===== config.mk =====
export PLATFORM = sky130hd
export DESIGN_NAME = alu_exec_flat
export DESIGN_NICKNAME = d
export VERILOG_FILES = /design/src/rtl/alu_pkg.sv /design/src/rtl/alu_exec_if.sv /design/src/rtl/alu_seq_unit.sv /design/src/rtl/alu_exec.sv /design/src/flat_wrapper.sv
export SDC_FILE = /design/constraint.sdc
export NUM_CORES = 1
export LEC_CHECK = 0
export CAP_MARGIN = 20
export CORE_ASPECT_RATIO = 0.75
export CORE_MARGIN = 2
export CORE_UTILIZATION = 31
export DETAILED_ROUTE_END_ITERATION = 8
export GPL_TIMING_DRIVEN = 0
export SYNTH_ARGS = -nofsm -noshare
export SYNTH_HDL_FRONTEND = slang
export SYNTH_HIERARCHICAL = 1
export SYNTH_SLANG_ARGS = --single-unit

===== constraint.sdc =====
create_clock -name clk -period 3.35 [get_ports clk]
set_input_delay 0.67 -clock clk [delete_from_list [all_inputs] [get_ports clk]]
set_output_delay 0.67 -clock clk [all_outputs]
set_load 0.01 [all_outputs]

===== src/rtl/alu_pkg.sv =====
// Shared definitions for the alu_exec execute stage: opcodes, FSM states and
// the single-cycle result/flag helper. ALU_MUL_EN adds the MUL state/mode.
package alu_pkg;

    localparam int ALU_DW = 16;

    localparam logic [3:0] OP_ADD = 4'd0;
    localparam logic [3:0] OP_SUB = 4'd1;
    localparam logic [3:0] OP_AND = 4'd2;
    localparam logic [3:0] OP_OR  = 4'd3;
    localparam logic [3:0] OP_XOR = 4'd4;
    localparam logic [3:0] OP_NOT = 4'd5;
    localparam logic [3:0] OP_MOV = 4'd6;
    localparam logic [3:0] OP_CMP = 4'd7;
    localparam logic [3:0] OP_SHL = 4'd8;
    localparam logic [3:0] OP_SHR = 4'd9;
    localparam logic [3:0] OP_SAR = 4'd10;
    localparam logic [3:0] OP_MUL = 4'd11;

`ifdef ALU_MUL_EN
    typedef enum logic [1:0] {S_IDLE, S_SHIFT, S_MUL} state_t;
    typedef enum logic [1:0] {SEQ_SHL, SEQ_SHR, SEQ_SAR, SEQ_MUL} seq_mode_t;
`else
    typedef enum logic [1:0] {S_IDLE, S_SHIFT} state_t;
    typedef enum logic [1:0] {SEQ_SHL, SEQ_SHR, SEQ_SAR} seq_mode_t;
`endif

    typedef struct packed {
        logic [ALU_DW-1:0] res;
        logic              zf;
        logic              nf;
        logic              cf;
        logic              of;
        logic              wr;
        logic              legal;
    } alu_out_t;

    // Shift opcodes land here only with a zero count, where they act as a move of A.
    function automatic alu_out_t alu_single(input logic [3:0]        op,
                                            input logic [ALU_DW-1:0] a,
                                            input logic [ALU_DW-1:0] b);
        alu_out_t        o;
        logic [ALU_DW:0] sum;
        o       = '0;
        o.wr    = 1'b1;
        o.legal = 1'b1;
        sum     = '0;
        case (op)
            OP_ADD: begin
                sum   = {1'b0, a} + {1'b0, b};
                o.res = sum[ALU_DW-1:0];
                o.cf  = sum[ALU_DW];
                o.of  = (a[ALU_DW-1] == b[ALU_DW-1]) && (o.res[ALU_DW-1] != a[ALU_DW-1]);
            end
            OP_SUB, OP_CMP: begin
                sum   = {1'b0, a} - {1'b0, b};
                o.res = sum[ALU_DW-1:0];
                o.cf  = sum[ALU_DW];
                o.of  = (a[ALU_DW-1] != b[ALU_DW-1]) && (o.res[ALU_DW-1] != a[ALU_DW-1]);
                o.wr  = (op != OP_CMP);
            end
            OP_AND:                 o.res = a & b;
            OP_OR:                  o.res = a | b;
            OP_XOR:                 o.res = a ^ b;
            OP_NOT:                 o.res = ~a;
            OP_MOV:                 o.res = b;
            OP_SHL, OP_SHR, OP_SAR: o.res = a;
            default: begin
                o.wr    = 1'b0;
                o.legal = 1'b0;
            end
        endcase
        o.zf = (o.res == '0);
        o.nf = o.res[ALU_DW-1];
        return o;
    endfunction

endpackage


===== src/rtl/alu_exec_if.sv =====
// Operand/write-back bundle between operand-select and the alu_exec stage.
interface alu_exec_if #(
    parameter int DW = 16,
    parameter int RW = 3
);
    logic          en_in;
    logic [DW-1:0] alu_a;
    logic [DW-1:0] alu_b;
    logic [3:0]    alu_op;
    logic [RW-1:0] rd_addr;
    logic [DW-1:0] result;
    logic [RW-1:0] wb_addr;
    logic          wb_en;
    logic          en_out;
    logic          busy;
    logic          illegal;
    logic          zf;
    logic          nf;
    logic          cf;
    logic          of;

    modport master (
        output en_in, alu_a, alu_b, alu_op, rd_addr,
        input  result, wb_addr, wb_en, en_out, busy, illegal, zf, nf, cf, of
    );

    modport slave (
        input  en_in, alu_a, alu_b, alu_op, rd_addr,
        output result, wb_addr, wb_en, en_out, busy, illegal, zf, nf, cf, of
    );
endinterface


===== src/rtl/alu_seq_unit.sv =====
// Iterative datapath for shifts (one bit per step) and, with ALU_MUL_EN,
// the 16-step unsigned shift-add multiplier. Outputs are next-step values.
module alu_seq_unit
    import alu_pkg::*;
(
    input  logic              clk,
    input  logic              rst,
    input  logic              load,
    input  logic              step,
    input  seq_mode_t         mode,
    input  logic [ALU_DW-1:0] ld_val,
    input  logic [4:0]        ld_cnt,
`ifdef ALU_MUL_EN
    input  logic [ALU_DW-1:0] mcand_in,
`endif
    output logic              last,
    output logic [ALU_DW-1:0] res,
    output logic              cf,
    output logic              of
);
    seq_mode_t           mode_q;
    logic [4:0]          cnt;
    logic [2*ALU_DW-1:0] acc;
    logic [2*ALU_DW-1:0] acc_nxt;
`ifdef ALU_MUL_EN
    logic [ALU_DW-1:0]   mcand;
    logic [ALU_DW:0]     psum;
`endif

    always_comb begin
        acc_nxt = acc;
        cf      = 1'b0;
        of      = 1'b0;
`ifdef ALU_MUL_EN
        psum    = '0;
`endif
        case (mode_q)
            SEQ_SHL: begin
                acc_nxt[ALU_DW-1:0] = {acc[ALU_DW-2:0], 1'b0};
                cf                  = acc[ALU_DW-1];
            end
            SEQ_SHR: begin
                acc_nxt[ALU_DW-1:0] = {1'b0, acc[ALU_DW-1:1]};
                cf                  = acc[0];
            end
            SEQ_SAR: begin
                acc_nxt[ALU_DW-1:0] = {acc[ALU_DW-1], acc[ALU_DW-1:1]};
                cf                  = acc[0];
            end
`ifdef ALU_MUL_EN
            // Upper half accumulates, lower half holds the remaining multiplier bits.
            SEQ_MUL: begin
                psum    = {1'b0, acc[2*ALU_DW-1:ALU_DW]} + (acc[0] ? {1'b0, mcand} : '0);
                acc_nxt = {psum, acc[ALU_DW-1:1]};
                of      = (acc_nxt[2*ALU_DW-1:ALU_DW] != '0);
                cf      = of;
            end
`endif
            default: ;
        endcase
    end

    assign res  = acc_nxt[ALU_DW-1:0];
    assign last = (cnt == 5'd1);

    always_ff @(posedge clk or negedge rst) begin
        if (!rst) begin
            mode_q <= SEQ_SHL;
            cnt    <= '0;
            acc    <= '0;
`ifdef ALU_MUL_EN
            mcand  <= '0;
`endif
        end else if (load) begin
            mode_q <= mode;
            cnt    <= ld_cnt;
            acc    <= {{ALU_DW{1'b0}}, ld_val};
`ifdef ALU_MUL_EN
            mcand  <= mcand_in;
`endif
        end else if (step) begin
            acc <= acc_nxt;
            cnt <= cnt - 5'd1;
        end
    end
endmodule


===== src/rtl/alu_exec.sv =====
// tinylabcpu execute stage: operand capture, FSM, result/flag registers and
// write-back strobe. Define ALU_MUL_EN to enable opcode 11 (shift-add multiply).
module alu_exec
    import alu_pkg::*;
#(
    parameter int DW = 16,
    parameter int RW = 3
) (
    input logic       clk,
    input logic       rst,
    alu_exec_if.slave bus
);
    state_t        state, state_nxt;
    alu_out_t      sc;
    seq_mode_t     seq_mode;
    logic          is_shift, seq_load, seq_step, seq_last;
    logic          single_fire, seq_fire, seq_cf, seq_of;
    logic [DW-1:0] seq_res, seq_ld_val;
    logic [4:0]    seq_ld_cnt;
    logic [RW-1:0] rd_q, wb_addr_q;
    logic [DW-1:0] result_q;
    logic          en_out_q, wb_en_q, illegal_q, zf_q, nf_q, cf_q, of_q;

    assign sc       = alu_single(bus.alu_op, bus.alu_a, bus.alu_b);
    assign is_shift = (bus.alu_op == OP_SHL) || (bus.alu_op == OP_SHR) || (bus.alu_op == OP_SAR);

    always_comb begin
        seq_mode   = SEQ_SHL;
        seq_ld_val = bus.alu_a;
        seq_ld_cnt = {1'b0, bus.alu_b[3:0]};
        case (bus.alu_op)
            OP_SHR: seq_mode = SEQ_SHR;
            OP_SAR: seq_mode = SEQ_SAR;
`ifdef ALU_MUL_EN
            OP_MUL: begin
                seq_mode   = SEQ_MUL;
                seq_ld_val = bus.alu_b;
                seq_ld_cnt = 5'd16;
            end
`endif
            default: ;
        endcase
    end

    alu_seq_unit u_seq (
        .clk      (clk),
        .rst      (rst),
        .load     (seq_load),
        .step     (seq_step),
        .mode     (seq_mode),
        .ld_val   (seq_ld_val),
        .ld_cnt   (seq_ld_cnt),
`ifdef ALU_MUL_EN
        .mcand_in (bus.alu_a),
`endif
        .last     (seq_last),
        .res      (seq_res),
        .cf       (seq_cf),
        .of       (seq_of)
    );

    always_ff @(posedge clk or negedge rst) begin
        if (!rst) state <= S_IDLE;
        else      state <= state_nxt;
    end

    always_comb begin
        state_nxt   = state;
        seq_load    = 1'b0;
        seq_step    = 1'b0;
        single_fire = 1'b0;
        seq_fire    = 1'b0;
        case (state)
            S_IDLE: begin
                if (bus.en_in) begin
                    if (is_shift && (bus.alu_b[3:0] != 4'd0)) begin
                        state_nxt = S_SHIFT;
                        seq_load  = 1'b1;
                    end
`ifdef ALU_MUL_EN
                    else if (bus.alu_op == OP_MUL) begin
                        state_nxt = S_MUL;
                        seq_load  = 1'b1;
                    end
`endif
                    else begin
                        single_fire = 1'b1;
                    end
                end
            end
`ifdef ALU_MUL_EN
            S_SHIFT, S_MUL: begin
`else
            S_SHIFT: begin
`endif
                seq_step = 1'b1;
                if (seq_last) begin
                    seq_fire  = 1'b1;
                    state_nxt = S_IDLE;
                end
            end
            default: state_nxt = S_IDLE;
        endcase
    end

    // Reserved opcodes and CMP complete without touching result; reserved also keeps flags.
    always_ff @(posedge clk or negedge rst) begin
        if (!rst) begin
            result_q  <= '0;
            wb_addr_q <= '0;
            rd_q      <= '0;
            en_out_q  <= 1'b0;
            wb_en_q   <= 1'b0;
            illegal_q <= 1'b0;
            zf_q      <= 1'b0;
            nf_q      <= 1'b0;
            cf_q      <= 1'b0;
            of_q      <= 1'b0;
        end else begin
            en_out_q  <= 1'b0;
            wb_en_q   <= 1'b0;
            illegal_q <= 1'b0;
            if (seq_load) rd_q <= bus.rd_addr;
            if (single_fire) begin
                en_out_q <= 1'b1;
                if (sc.legal) begin
                    zf_q <= sc.zf;
                    nf_q <= sc.nf;
                    cf_q <= sc.cf;
                    of_q <= sc.of;
                    if (sc.wr) begin
                        result_q  <= sc.res;
                        wb_en_q   <= 1'b1;
                        wb_addr_q <= bus.rd_addr;
                    end
                end else begin
                    illegal_q <= 1'b1;
                end
            end
            if (seq_fire) begin
                en_out_q  <= 1'b1;
                wb_en_q   <= 1'b1;
                wb_addr_q <= rd_q;
                result_q  <= seq_res;
                zf_q      <= (seq_res == '0);
                nf_q      <= seq_res[DW-1];
                cf_q      <= seq_cf;
                of_q      <= seq_of;
            end
        end
    end

    assign bus.result  = result_q;
    assign bus.wb_addr = wb_addr_q;
    assign bus.wb_en   = wb_en_q;
    assign bus.en_out  = en_out_q;
    assign bus.illegal = illegal_q;
    assign bus.busy    = (state != S_IDLE);
    assign bus.zf      = zf_q;
    assign bus.nf      = nf_q;
    assign bus.cf      = cf_q;
    assign bus.of      = of_q;
endmodule


===== src/flat_wrapper.sv =====
// flat-port wrapper written by rule: the top's interface ports become plain ports
module alu_exec_flat import alu_pkg::*;
#(
    parameter int DW = 16,
    parameter int RW = 3
)
  (clk, rst, bus_en_in, bus_alu_a, bus_alu_b, bus_alu_op, bus_rd_addr, bus_result, bus_wb_addr, bus_wb_en, bus_en_out, bus_busy, bus_illegal, bus_zf, bus_nf, bus_cf, bus_of);
  alu_exec_if #(.DW(DW), .RW(RW)) bus_i ();
  input logic clk;
  input logic rst;
  input wire logic [$bits(bus_i.en_in)-1:0] bus_en_in;
  input wire logic [$bits(bus_i.alu_a)-1:0] bus_alu_a;
  input wire logic [$bits(bus_i.alu_b)-1:0] bus_alu_b;
  input wire logic [$bits(bus_i.alu_op)-1:0] bus_alu_op;
  input wire logic [$bits(bus_i.rd_addr)-1:0] bus_rd_addr;
  output wire logic [$bits(bus_i.result)-1:0] bus_result;
  output wire logic [$bits(bus_i.wb_addr)-1:0] bus_wb_addr;
  output wire logic [$bits(bus_i.wb_en)-1:0] bus_wb_en;
  output wire logic [$bits(bus_i.en_out)-1:0] bus_en_out;
  output wire logic [$bits(bus_i.busy)-1:0] bus_busy;
  output wire logic [$bits(bus_i.illegal)-1:0] bus_illegal;
  output wire logic [$bits(bus_i.zf)-1:0] bus_zf;
  output wire logic [$bits(bus_i.nf)-1:0] bus_nf;
  output wire logic [$bits(bus_i.cf)-1:0] bus_cf;
  output wire logic [$bits(bus_i.of)-1:0] bus_of;
  assign bus_i.en_in = bus_en_in;
  assign bus_i.alu_a = bus_alu_a;
  assign bus_i.alu_b = bus_alu_b;
  assign bus_i.alu_op = bus_alu_op;
  assign bus_i.rd_addr = bus_rd_addr;
  assign bus_result = bus_i.result;
  assign bus_wb_addr = bus_i.wb_addr;
  assign bus_wb_en = bus_i.wb_en;
  assign bus_en_out = bus_i.en_out;
  assign bus_busy = bus_i.busy;
  assign bus_illegal = bus_i.illegal;
  assign bus_zf = bus_i.zf;
  assign bus_nf = bus_i.nf;
  assign bus_cf = bus_i.cf;
  assign bus_of = bus_i.of;
  alu_exec #(.DW(DW), .RW(RW)) u_core (.clk(clk), .rst(rst), .bus(bus_i));
endmodule

==> flow_summary_export.csv, run 1 <==
group,metric,value,unit
timing,tns,0,ns
clocking,clock_sinks,53,
synthesis,syn_area_per_cell,8.02,um2
worst_setup_path,path_max_fanout,10,
clocking,clkSlewWorstSetupHoldPaths,0.07,ns
detailed_routing,drt_iter0_markers,828,
worst_hold_path,hold_path_class,"input port to async pin",
timing,max_freq,304,MHz
synthesis,ys_ff_latch,53,
place,place_area,7380,um2
grt,grt_start_max_net_pins,29,
worst_setup_path,crit_path_start_kind,"input port",
synthesis,synth.most_common_cell,"inv_1",
detailed_routing,drc,0,
layout,antenna_cells,0,
clocking,cts_buffers,5,
grt,grt_first_pass_wirelength,37.5,mm
worst_setup_path,worstSetupPathType,"input port to flop",
synthesis,yosysWarnings,6,
synthesis,seq_area_frac_synth,20.9,%
clocking,htree_num_levels,2,
synthesis,synth_flop_cell,"dfrtp_1",
grt,grt_pass1_vias,6309,
timing,max_slew.worst_pin.slew,0.782,ns
clocking,cts_max_path_buffers,2,
synthesis,synth_cell_types,89,
synthesis,yosysTopAreaCell,"dfrtp_1",
worst_setup_path,worstPathRequired,3.58,ns
floorplanning,start_util,31.5,%
synthesis,ys_top_cells_by_count,"inv_1, nand2_1, a21oi_1, ha_1, dfrtp_1",
detailed_routing,drtAntennaViolNets,0,
floorplanning,die_w,169,um
place,gp_congestion,0.942,
timing,hold_violations,0,
timing,rsz0062_at_grt,"true",
worst_setup_path,reg2reg_slack,0.49,ns
detailed_routing,viasPerCell,6.00,
detailed_routing,dr.pass1.iters,5,
detailed_routing,totalWireLength,24.4,mm
floorplanning,rows,45,
place,port_buffers,68,
synthesis,synth_nets,892,
timing,timing.hold.ws,0.405,ns
floorplanning,dieArea,21600,um2
power_and_ir_drop,vdd_drop_max,334,uV
synthesis,synth.top_cell.area_share,20.9,%
clocking,clock_latency,0.30,ns
grt,antenna_found_initial,0,
floorplanning,ios,69,
layout,postLayoutCoreUtil,39.2,%
floorplanning,die_h,128,um
synthesis,async_flop_share,100,%
detailed_routing,via_count,6812,
layout,final_nets,977,
layout,final_area,7900,um2
detailed_routing,drt-wirelength-per-cell,21.5,um
clocking,cts_tree,"yes",
synthesis,synth_area,6350,um2
layout,drive_above_1_share,21.3,%
clocking,cts-root-buf,"clkbuf_16",
timing,timing.final.crit_share,98.2,%
power_and_ir_drop,leakage,0.00344,uW
power_and_ir_drop,p_per_area,564,nW/um2
synthesis,synthCells,791,
layout,syn2layout_area_growth,24.5,%
synthesis,synthTopCellsByArea,"dfrtp_1, ha_1, a221oi_2",
worst_setup_path,cp-end-kind,"flop",
status,outcome,"completed",
grt,grtUsageTotal,22.3,%
run,max_cap_violations,0,
timing,setup_viol,0,
timing,max_slew_margin,47.6,%
timing,slew_violations,0,
timing,min_period,3.29,ns
grt,overflow,0,
place,dp_hpwl,19.1,mm
worst_setup_path,crit_arrival,3.52,ns
synthesis,synth-edff-count,0,
floorplanning,placeableCoreArea,20200,um2
timing,finClkSkew,0.00446,ns
## final timing paths
check                                     startpoint                    end  depth (start not counted)
worst max-delay path                   bus_alu_op[2]          u_core/bus.zf                         11
worst min-delay path                             rst    u_core/u_seq/cnt[4]                          1
min in group clk                u_core/bus.result[1]   u_core/bus.result[1]                          2
worst max register to register   u_core/u_seq/cnt[0]          u_core/bus.zf                         10
max in group asynchronous                        rst  u_core/bus.result[15]                          2
worst min register to register  u_core/bus.result[1]   u_core/bus.result[1]                          2
## critical path, stage by stage
cell and delay, ns:
clkdlybuf4s50_1 0.48, and2b_1 0.38, or3_1 0.15, buf_2 0.17, buf_2 0.28, buf_2 0.36, o211ai_1 0.14, a21oi_1 0.36
and4_4 0.32, nand4_1 0.08, o21ai_1 0.13
## registers in the layout (all words and copies together) (netlist names)
| signal | cells |
|---|---|
| u_core/bus.wb_addr | 3 |
| u_core/u_seq/acc | 16 |
| u_core/bus.of | 1 |
| u_core/u_seq/cnt | 5 |
| u_core/bus.zf | 1 |
| u_core/bus.nf | 1 |
| u_core/bus.en_out | 1 |
| u_core/u_seq/mode_q | 2 |
| u_core/bus.result | 16 |
| u_core/bus.cf | 1 |
| u_core/bus.illegal | 1 |
| u_core/bus.wb_en | 1 |
| u_core/state | 1 |
| u_core/rd_q | 3 |
## cell usage in the layout (no fill, tap or decap), drive strengths merged, types with 14 or more instances in the layout
master and n:
nand2b 14, dfrtp 53, a21oi 62, clkdlybuf4s50 42, a22oi 21, o21ai 50, ha 57, buf 53
nor2 52, inv 78, nand2 61, clkbuf 36, a221oi 33, nor3 34
## cell type report
cell class	instances	area (um2)
buffer	56	360
clock buffer	7	133
clock inverter	1	7.51
fill	2103	12300
inverter	78	298
multi-input combinational	603	4740
sequential	53	1330
tap	258	323
timing repair buffer	79	716
## cells by family (layout without fill, tap and decap cells)
kind of cell / after synthesis / after routing / synth area share, %
flip-flops: 53 / 53 / 20.9
buffers and inverters: 135 / 221 / 9.86
other: 2 / 2 / 0.118
multiplexers: 10 / 10 / 1.68
adder cells (fa/ha/maj): 59 / 59 / 11.9
AO/OA/AOI/OAI: 274 / 274 / 33.6
AND/OR/NAND/NOR: 249 / 249 / 20.8
XOR/XNOR: 9 / 9 / 1.24
## metrics by stage
step           setup slack, ns  total power [uW]  instances
6_report                0.0599              4460       1135
5_1_grt                -0.0987              4750       1135
4_1_cts               -0.00604              4390       1132
3_5_place_dp            -0.973              3790       1120
3_3_place_gp            -0.967              3770       1117
2_1_floorplan            0.434              2890        791
## what timing repair did
item | 4_1_cts | 5_1_grt
setup buffers | 4 | 4
hold buffers | 0 | 0
pin swaps | 12 | 18
gates resized for setup | 67 | 79
endpoints found under the setup margin | 19 | 32
## layer usage
layer / GRT usage [%] / wire length, um / up-vias
met5: 0 / 0 / -
met4: 4.52 / 377 / 0
met3: 5.31 / 2630 / 26
met2: 31.0 / 9680 / 367
met1: 34.3 / 11700 / 3312
li1: - / - / 3107
## power by group
group / switching, uW / total, uW / internal, uW
registers: 296 / 1240 / 943
clock network: 245 / 524 / 279
logic: 1470 / 2700 / 1230
Note: power is estimated with default switching activity, not from simulation.
==> run 2, diff against run 1 <==
--- a/config.mk
+++ b/config.mk
@@ -11,6 +11,7 @@
 export CORE_UTILIZATION = 31
 export DETAILED_ROUTE_END_ITERATION = 8
 export GPL_TIMING_DRIVEN = 0
+export SKIP_CTS_REPAIR_TIMING = 1
 export SYNTH_ARGS = -nofsm -noshare
 export SYNTH_HDL_FRONTEND = slang
 export SYNTH_HIERARCHICAL = 1
==> run 2 against run 1 <==
Effect of this change: the run now ends with setup timing left; worst setup slack worse by 0.080 ns; sequential cell count stayed put; sequential power hardly changed; clock skew grew 0.00059 ns; cell area increased by 0.59%; core utilization is 0.23 points higher; count of clock-buffer cells in the layout unchanged; first-iteration DRC count grew 0.60%; hold slack better by 0.0027 ns; combinational power hardly changed; critical path depth did not move; largest power group unchanged.
==> flow_summary_export.csv, run 2 (synthesis results as in run 1) <==
group,metric,value,unit
status,outcome,"finished, violations left",
status,violations,"setup timing",
layout,layout_common_cells,"inv_1, nand2_1, ha_1, dfrtp_1",
worst_setup_path,crit_arrival,3.60,ns
layout,syn2layout_area_growth,25.2,%
detailed_routing,wirelength_met1,11.8,mm
worst_setup_path,worstPathRequired,3.58,ns
floorplanning,rows,45,
grt,grt_first_pass_wirelength,37.1,mm
layout,final_nets,978,
detailed_routing,via_count,6770,
layout,drive_above_1_share,20.0,%
clocking,cts_buffers,5,
clocking,clkSlewWorstSetupHoldPaths,0.07,ns
grt,grt_start_max_net_pins,29,
worst_setup_path,path_max_fanout,10,
timing,rsz0062_at_grt,"true",
layout,antenna_cells,0,
worst_setup_path,reg2reg_slack,0.44,ns
layout,fillers,2080,
floorplanning,start_util,31.5,%
power_and_ir_drop,vdd_drop_max,331,uV
place,gp_congestion,0.942,
detailed_routing,drc,0,
clocking,htree_num_levels,2,
place,place_inst,1120,
floorplanning,die_h,128,um
detailed_routing,wl_met2,9.78,mm
floorplanning,ios,69,
detailed_routing,met3_length,2.48,mm
power_and_ir_drop,p_per_area,561,nW/um2
grt,antenna_found_initial,0,
grt,grtUsageTotal,22.0,%
detailed_routing,drtAntennaViolNets,0,
grt,overflow,0,
clocking,clock_latency,0.30,ns
timing,max_slew_margin,49.5,%
timing,max_freq,297,MHz
power_and_ir_drop,power,4460,uW
worst_setup_path,r2r_start,"u_core/u_seq/cnt[0]",
place,dp_hpwl,19.1,mm
worst_setup_path,cp-end-kind,"flop",
worst_hold_path,hold_path_class,"input port to async pin",
timing,slew_violations,0,
detailed_routing,highest_layer,"met4",
timing,finClkSkew,0.00505,ns
grt,grt_pass1_vias,6252,
detailed_routing,totalWireLength,24.4,mm
clocking,clock_sinks,53,
floorplanning,placeableCoreArea,20200,um2
worst_setup_path,rr_endpoint,"u_core/bus.zf",
timing,min_period,3.37,ns
floorplanning,die_w,169,um
worst_setup_path,worst-r2r-cell-count,10,
place,dp_slack,-0.973,ns
worst_setup_path,crit_path_start_kind,"input port",
worst_setup_path,worstSetupPathType,"input port to flop",
timing,setup_viol,1,
clocking,cts-root-buf,"clkbuf_16",
layout,finalNonFillerCells,1136,
clocking,cts_max_path_buffers,2,
layout,mostFrequentLayoutCell,"inv_1",
timing,hold_violations,0,
detailed_routing,drt-wirelength-per-cell,21.5,um
timing,fin_ws,-0.0204,ns
timing,timing.final.crit_share,101,%
timing,max_slew.worst_pin.slew,0.751,ns
detailed_routing,viasPerCell,5.96,
power_and_ir_drop,leakage,0.00349,uW
clocking,cts_tree,"yes",
run,max_cap_violations,0,
floorplanning,dieArea,21600,um2
detailed_routing,drt_iter0_markers,833,
detailed_routing,dr.pass1.iters,5,
place,port_buffers,68,
run 2: power by group:
part	internal, uW	switching [uW]
sequential	943	297
combinational	1230	1470
clock	279	242
total	2450	2010
run 2: worst max path at each step:
stage                                  endpoint  slack (ns)  cells past startpoint          start
after floorplan           u_core/bus.result[15]        0.43                     11   bus_alu_a[8]
after global placement            u_core/bus.zf       -0.97                     12   bus_alu_a[0]
after detailed placement          u_core/bus.zf       -0.97                     12   bus_alu_b[0]
after CTS                         u_core/bus.zf       -0.69                     12   bus_alu_b[0]
after global routing              u_core/bus.zf       -0.13                     13   bus_alu_b[4]
final                             u_core/bus.zf       -0.02                     11  bus_alu_op[2]
run 2: final cells by class:
class                      instances  area [um2]  area share, %
timing repair buffer              80         796           10.0
buffer                            56         354           4.46
multi-input combinational        603        4710           59.3
clock inverter                     1        7.51         0.0945
clock buffer                       7         133           1.67
tap                              258         323           4.06
inverter                          78         298           3.75
sequential                        53        1330           16.7
run 2: through the flow:
| stage | area (um2) | hold slack, ns | setup TNS [ns] | util, % |
|---|---|---|---|---|
| final | 7950 | 0.408 | -0.0204 | 39.4 |
| after CTS | 7520 | 0.439 | -4.68 | 37.3 |
| after global placement | 7350 | 0.470 | -23.73 | 36.5 |
| after global routing | 7950 | 0.472 | -0.272 | 39.4 |
| after floorplan | 6350 | 0.374 | 0 | - |
| after detailed placement | 7380 | 0.484 | -14.78 | 36.6 |
run 2: metal layers:
metal  up-vias  global-route usage [%]
met4         0                    4.58
met2       327                    30.5
li1       3100                       -
met1      3319                    34.2
met5         -                       0
met3        24                    4.85
run 2: worst max-delay path, cell delays in order:
cell and delay (ns):
clkdlybuf4s50_1 0.48, and2b_1 0.38, or3_1 0.15, buf_2 0.17, buf_2 0.27, buf_2 0.35, o211ai_1 0.14, a21oi_1 0.37
and4_2 0.36, nand4_1 0.11, o21ai_1 0.14
